===== src/rtl/dkong_bus_arb.sv =====
// rtl/dkong_bus_arb.sv - Z80 / dual-DMA shared bus arbiter with BUSRQ/BUSAK handshake
//
// Purpose:
//   Hands the shared CPU address/data bus to one of two DMA masters.
//   Channel 0 is the sprite DMA and has fixed priority. Channel 1 is the
//   auxiliary DMA. A hold request is turned into a Z80 BUSRQ, and HLDA is
//   returned once BUSAK is seen. After each grant the CPU keeps the bus for
//   a guaranteed window before the next BUSRQ can be issued.
//
// Ports:
//   I_CLK       system clock
//   I_RST       synchronous active-high reset (honoured regardless of I_CLK_EN)
//   I_CLK_EN    clock enable; state advances only on enabled edges
//   I_HRQ0      hold request, channel 0 (sprite DMA)
//   I_HRQ1      hold request, channel 1 (aux DMA)
//   I_BUSAK_n   Z80 bus acknowledge, active-low
//   O_BUSRQ_n   Z80 bus request, active-low
//   O_HLDA0     hold acknowledge, channel 0
//   O_HLDA1     hold acknowledge, channel 1
//   O_SEL       bus mux select: 00 CPU, 01 ch0, 10 ch1
//   O_BUSY      arbiter is not idle
//   O_ERR       sticky BUSAK timeout flag, cleared only by reset

module dkong_bus_arb #(
  parameter int CPU_GAP     = 4,
  parameter int ACK_TIMEOUT = 255
) (
  input  logic       I_CLK,
  input  logic       I_RST,
  input  logic       I_CLK_EN,
  input  logic       I_HRQ0,
  input  logic       I_HRQ1,
  input  logic       I_BUSAK_n,
  output logic       O_BUSRQ_n,
  output logic       O_HLDA0,
  output logic       O_HLDA1,
  output logic [1:0] O_SEL,
  output logic       O_BUSY,
  output logic       O_ERR
);

  // Gap counter only needs to hold CPU_GAP; keep at least one bit so the
  // declaration stays legal when the gap is disabled.
  localparam int GAP_W = (CPU_GAP > 0) ? $clog2(CPU_GAP + 1) : 1;
  localparam logic [GAP_W-1:0] GAP_LOAD  = GAP_W'(CPU_GAP);
  localparam logic [7:0]       TMO_LIMIT = 8'(ACK_TIMEOUT);

  localparam logic [1:0] SEL_CPU = 2'b00;
  localparam logic [1:0] SEL_CH0 = 2'b01;
  localparam logic [1:0] SEL_CH1 = 2'b10;

  typedef enum logic [2:0] {
    S_IDLE    = 3'd0,
    S_REQ     = 3'd1,
    S_GRANT0  = 3'd2,
    S_GRANT1  = 3'd3,
    S_RELEASE = 3'd4,
    S_GAP     = 3'd5
  } state_t;

  state_t           state_q, state_d;
  logic [7:0]       tmo_q, tmo_d, tmo_inc;
  logic [GAP_W-1:0] gap_q, gap_d, gap_dec;
  logic             busrq_n_q, busrq_n_d;
  logic             hlda0_q, hlda0_d;
  logic             hlda1_q, hlda1_d;
  logic [1:0]       sel_q, sel_d;
  logic             busy_q, busy_d;
  logic             err_q, err_d;

  // Saturating increment / floor-at-zero decrement helpers.
  assign tmo_inc = (tmo_q == 8'hFF) ? tmo_q : tmo_q + 8'd1;
  assign gap_dec = (gap_q == '0) ? gap_q : gap_q - GAP_W'(1);

  always_comb begin
    state_d   = state_q;
    tmo_d     = tmo_q;
    gap_d     = gap_q;
    busrq_n_d = busrq_n_q;
    hlda0_d   = hlda0_q;
    hlda1_d   = hlda1_q;
    sel_d     = sel_q;
    err_d     = err_q;

    case (state_q)
      S_IDLE: begin
        if (I_HRQ0 || I_HRQ1) begin
          state_d   = S_REQ;
          busrq_n_d = 1'b0;
          tmo_d     = '0;
        end
      end

      S_REQ: begin
        // Winner is picked from the HRQ values seen on the same edge as
        // BUSAK, so a late-arriving ch0 still beats a waiting ch1.
        if (!I_BUSAK_n && I_HRQ0) begin
          state_d = S_GRANT0;
          hlda0_d = 1'b1;
          sel_d   = SEL_CH0;
        end else if (!I_BUSAK_n && I_HRQ1) begin
          state_d = S_GRANT1;
          hlda1_d = 1'b1;
          sel_d   = SEL_CH1;
        end else if (!I_HRQ0 && !I_HRQ1) begin
          // Request withdrawn before the CPU let go: back off without a grant.
          state_d   = S_RELEASE;
          busrq_n_d = 1'b1;
        end else begin
          tmo_d = tmo_inc;
          if (tmo_inc >= TMO_LIMIT) begin
            err_d = 1'b1;
          end
        end
      end

      S_GRANT0: begin
        if (!I_HRQ0) begin
          state_d   = S_RELEASE;
          hlda0_d   = 1'b0;
          sel_d     = SEL_CPU;
          busrq_n_d = 1'b1;
        end
      end

      S_GRANT1: begin
        if (!I_HRQ1) begin
          state_d   = S_RELEASE;
          hlda1_d   = 1'b0;
          sel_d     = SEL_CPU;
          busrq_n_d = 1'b1;
        end
      end

      S_RELEASE: begin
        // Wait for the Z80 to take the bus back before starting the gap.
        if (I_BUSAK_n) begin
          if (CPU_GAP == 0) begin
            state_d = S_IDLE;
          end else begin
            state_d = S_GAP;
            gap_d   = GAP_LOAD;
          end
        end
      end

      S_GAP: begin
        // Requests are deliberately ignored here; they are picked up in IDLE.
        gap_d = gap_dec;
        if (gap_dec == '0) begin
          state_d = S_IDLE;
        end
      end

      default: begin
        state_d   = S_IDLE;
        busrq_n_d = 1'b1;
        hlda0_d   = 1'b0;
        hlda1_d   = 1'b0;
        sel_d     = SEL_CPU;
      end
    endcase

    busy_d = (state_d != S_IDLE);
  end

  always_ff @(posedge I_CLK) begin
    if (I_RST) begin
      state_q   <= S_IDLE;
      tmo_q     <= '0;
      gap_q     <= '0;
      busrq_n_q <= 1'b1;
      hlda0_q   <= 1'b0;
      hlda1_q   <= 1'b0;
      sel_q     <= SEL_CPU;
      busy_q    <= 1'b0;
      err_q     <= 1'b0;
    end else if (I_CLK_EN) begin
      state_q   <= state_d;
      tmo_q     <= tmo_d;
      gap_q     <= gap_d;
      busrq_n_q <= busrq_n_d;
      hlda0_q   <= hlda0_d;
      hlda1_q   <= hlda1_d;
      sel_q     <= sel_d;
      busy_q    <= busy_d;
      err_q     <= err_d;
    end
  end

  assign O_BUSRQ_n = busrq_n_q;
  assign O_HLDA0   = hlda0_q;
  assign O_HLDA1   = hlda1_q;
  assign O_SEL     = sel_q;
  assign O_BUSY    = busy_q;
  assign O_ERR     = err_q;

  // Structural guarantees of the grant encoding.
  a_one_hlda : assert property (@(posedge I_CLK) disable iff (I_RST)
    !(hlda0_q && hlda1_q));
  a_sel_hlda : assert property (@(posedge I_CLK) disable iff (I_RST)
    ((sel_q != SEL_CPU) == (hlda0_q || hlda1_q)) && (sel_q != 2'b11));
  a_hlda_rq  : assert property (@(posedge I_CLK) disable iff (I_RST)
    (hlda0_q || hlda1_q) |-> !busrq_n_q);

endmodule


===== config.mk =====
export PLATFORM = sky130hd
export DESIGN_NAME = dkong_bus_arb
export DESIGN_NICKNAME = d
export VERILOG_FILES = /design/src/rtl/dkong_bus_arb.sv
export SDC_FILE = /design/constraint.sdc
export NUM_CORES = 1
export LEC_CHECK = 0
export ABC_AREA = 1
export CAP_MARGIN = 15
export CORE_MARGIN = 4
export CORE_UTILIZATION = 40
export DETAILED_ROUTE_END_ITERATION = 7
export GPL_TIMING_DRIVEN = 0
export PLACE_DENSITY = 0.63
export SETUP_SLACK_MARGIN = 0.05
export SYNTH_ARGS = -nofsm -noshare
export SYNTH_HDL_FRONTEND = slang
export SYNTH_SLANG_ARGS = --single-unit

===== constraint.sdc =====
create_clock -name I_CLK -period 2.74 [get_ports I_CLK]
set_input_delay 0.548 -clock I_CLK [delete_from_list [all_inputs] [get_ports I_CLK]]
set_output_delay 0.548 -clock I_CLK [all_outputs]
set_load 0.01 [all_outputs]

==> Implementation_results.wiki <==
{| class="wikitable"
! Metric !! Value
|-
| Antenna diodes || 0
|-
| Core utilization of the finished layout || 48.5%
|-
| Place WS || 0.580 ns
|-
| Synth cell types || 31
|-
| Result of the run || complete, no violations
|-
| Fraction of final layout cells with drive strength greater than 1 || 7.21%
|-
| Number of placed I/O pins || 13
|-
| Number of remaining DRC errors || 0
|-
| Total setup violations reported at the end of the flow || 0
|-
| Vias in the first global route || between 1k and 1.5k
|-
| Proportion of power drawn by flip-flops and latches || 54.6%
|-
| Tcrit/Tclk final || about two thirds
|-
| Hold Crit Class || reg2reg
|-
| Top-area cell type share of the netlist area || a little under a third
|-
| Floorplan die width || 65.5 um
|-
| Kind of critical path || in2reg
|-
| Root buf cell || clkbuf_4
|-
| Time the final worst path needs with I/O delays and setup || between 1.5 and 2 ns
|-
| Max-slew headroom || a little over three fifths
|-
| Post-route design area || between 1500 and 2000 um^2
|-
| Post-detail-place hpwl || 2.22 mm
|-
| Proportion of synthesized chip area in sequential cells || 31.8%
|-
| Via count normalized by instance count || slightly below 5
|-
| Library cell with the largest summed area after synthesis || dfxtp_1
|-
| Fraction of synthesis flops using an asynchronous set or reset pin || 0%
|-
| Die outline area || between 4000 and 5000 um^2
|-
| Maximum fanout encountered on the critical timing path || 8
|-
| Count of buffers from port buffering || 10
|-
| Clock network fraction of total power || between 20% and 30%
|-
| Count of antenna-violating nets left after detailed routing || 0
|-
| DP Cell Count || ~260
|-
| Startpoint type of the worst setup path || input port
|-
| Overflow left after global routing || 0
|-
| Highest clock frequency the design can meet || 548 MHz
|-
| Number of flops mapped to enable cells by yosys || 0
|-
| Number of design-rule violations left by the first detailed-router iteration || 48
|-
| Count of hold-fix buffers inserted at cts || 0
|-
| DR WL/cell || about 11 um
|-
| Gr usage total || between 10% and 20%
|-
| Post-CTS setup buffer count || 0
|-
| Layout Cells excl Fill || between 200 and 300
|-
| CTS tree || yes
|-
| Primary flip-flop cell chosen by synthesis mapping || dfxtp_1
|-
| Floorplan die height || about 66 um
|-
| Clock latency of the later-clocked register in the worst-skew pair || around 0.32 ns
|-
| Synthesized area per cell || roughly 6.4 um^2
|-
| Weighted congestion at the end of routability-driven global placement || 0.794
|-
| First-pass DRT Iterations || 4
|-
| Filler cell count || about 350
|-
| Required arrival time at the worst endpoint || around 3 ns
|-
| Reported leakage power || between 0.6 and 0.7 nW
|-
| Reg-to-reg setup timing slack || 0.93 ns
|-
| Critical Path Sink Type || register
|-
| Leading post-synthesis cells by instance count || 66 x nand2_1, 29 x inv_1, 21 x dfxtp_1
|-
| Final Hold Violating Endpoints || 0
|-
| Synthesized netlist net count || 218
|-
| Unrepaired setup endpoints after global routing || false
|-
| Max rail drop VDD || 243 uV
|-
| Initial antenna violation count || 0
|-
| Clock transition at the registers of the reported paths || 0.14 ns
|-
| Dominant cells by area after synthesis || dfxtp_1 32%, nand2_1 19%, inv_1 8.2%
|-
| Cts bufs inserted || 3
|-
| Net total in the final layout || between 200 and 250
|-
| Final Worst Setup Slack || 0.915 ns
|-
| Initial Utilization || 42.7%
|-
| Vias after detailed routing || 1284
|-
| Most instantiated library cell after synthesis || nand2_1
|-
| Dpl cell area || ~1500 um^2
|-
| Internal power || 0.409 mW
|-
| Post-Synthesis Cells || ~210
|-
| Core area || 3100 um^2
|-
| Total standard cell area after synthesis || between 1000 and 1500 um^2
|-
| P per Cell Area || approximately 400 nW/um^2
|-
| Accumulated negative setup slack || 0 ns
|-
| CTS sink count || 21
|-
| Max Transition Viols Final || 0
|-
| CTS resizes || 0
|-
| Synthesis-stage register bit count || 21
|-
| Crit path DAT || 2.08 ns
|-
| Combinational group share of total power || a little under a fifth
|-
| Hold_ws || ~0.48 ns
|-
| Std cell rows || 20
|-
| First-pass GRT wire length || 5.49 mm
|-
| Switching share of total power || a little under a third
|-
| Worst-margin pin slew || approximately 0.55 ns
|-
| Clock tree skew after final layout || around 0.014 ns
|-
| Max capacitance violation total || 0
|-
| H-tree levels || 1
|-
| Maximum number of buffers from clock root to sink || 2
|-
| Net load switching power || between 0.15 and 0.2 mW
|-
| Final Routed Wirelength || around 3.0 mm
|-
| Pin count of the biggest net entering global routing || 13
|-
| Final total power || approximately 0.6 mW
|-
| Synth warnings || 0
|-
| Post-synthesis to final-layout area growth || 13.8%
|}
## layout make-up
cell class | count | area [um^2] | area share, %
multi-input cells | 153 | 773 | 51.3
flip-flops and latches | 21 | 420 | 27.9
inverters | 30 | 113 | 7.48
repair buffers | 10 | 100 | 6.64
well taps | 44 | 55.1 | 3.65
clock buffers | 3 | 22.5 | 1.50
plain buffers | 4 | 17.5 | 1.16
clock inverters | 1 | 5.00 | 0.332
## state kept, by name, summed over array words and instances (netlist names)
signal,cells
O_ERR,1
O_BUSRQ_n,1
tmo_q,8
state_q,3
O_HLDA1,1
O_BUSY,1
gap_q,3
O_SEL,2
O_HLDA0,1
## per-layer routing
layer | vias to the layer above | wire [um] | global-route usage, %
met5 | - | 0 | 0
met4 | 0 | 38 | 4.66
met3 | 5 | 150 | 2.91
met2 | 28 | 1170 | 24.3
met1 | 556 | 1610 | 23.5
li1 | 695 | - | -
## worst paths after layout
path              startpoint        to  cells past startpoint
setup / recovery      I_HRQ1  tmo_q[5]                      8
hold / removal         O_ERR     O_ERR                      2
setup reg to reg    tmo_q[0]     O_ERR                      9
hold reg to reg        O_ERR     O_ERR                      2
## critical path: stages
cell and delay (ns):
clkdlybuf4s50_1 0.49, nor2_2 0.28, inv_1 0.13, o21ai_1 0.14
inv_1 0.07, o211ai_2 0.18, nand2_1 0.09, a21oi_1 0.14
## power groups by stage
stage | registers, mW | logic (mW) | clock network [mW]
6_report | 0.323 | 0.107 | 0.161
5_1_grt | 0.325 | 0.123 | 0.179
4_1_cts | 0.323 | 0.108 | 0.170
3_5_place_dp | 0.329 | 0.108 | 0
3_3_place_gp | 0.329 | 0.108 | 0
2_1_floorplan | 0.331 | 0.0701 | 0
## cells by family after synthesis
logic type,synth area share [%]
fa+ha+maj,3.78
flops,31.8
simple gates,35.8
buf+inv,9.83
compound gates,17.5
xor+xnor,1.32
## cell usage in the layout (no fill, tap or decap)
cell type	netlist	routed
a21oi_2	1	1
clkbuf_4	0	3
nor2_1	16	16
nor3_4	1	1
nand3_1	14	14
xor2_1	1	1
clkdlybuf4s50_1	0	10
nand3_2	1	1
a21oi_1	20	20
dfxtp_1	21	21
clkinv_2	0	1
a31oi_1	1	1
nand4_1	1	1
inv_2	1	1
nor2_4	2	2
o21ai_1	1	1
nor2_2	2	2
clkbuf_1	2	2
a22oi_1	1	1
ha_1	4	4
nand2_4	1	1
o21ai_0	10	10
nand2_1	66	66
nor3_1	2	2
clkbuf_2	1	1
inv_1	29	29
nand3b_1	1	1
o211ai_2	1	1
o211a_1	1	1
o21bai_1	2	2
xnor2_1	1	1
o211ai_1	1	1
buf_2	1	1
a221oi_1	1	1
No activity file was read; power rests on OpenSTA's default activity.
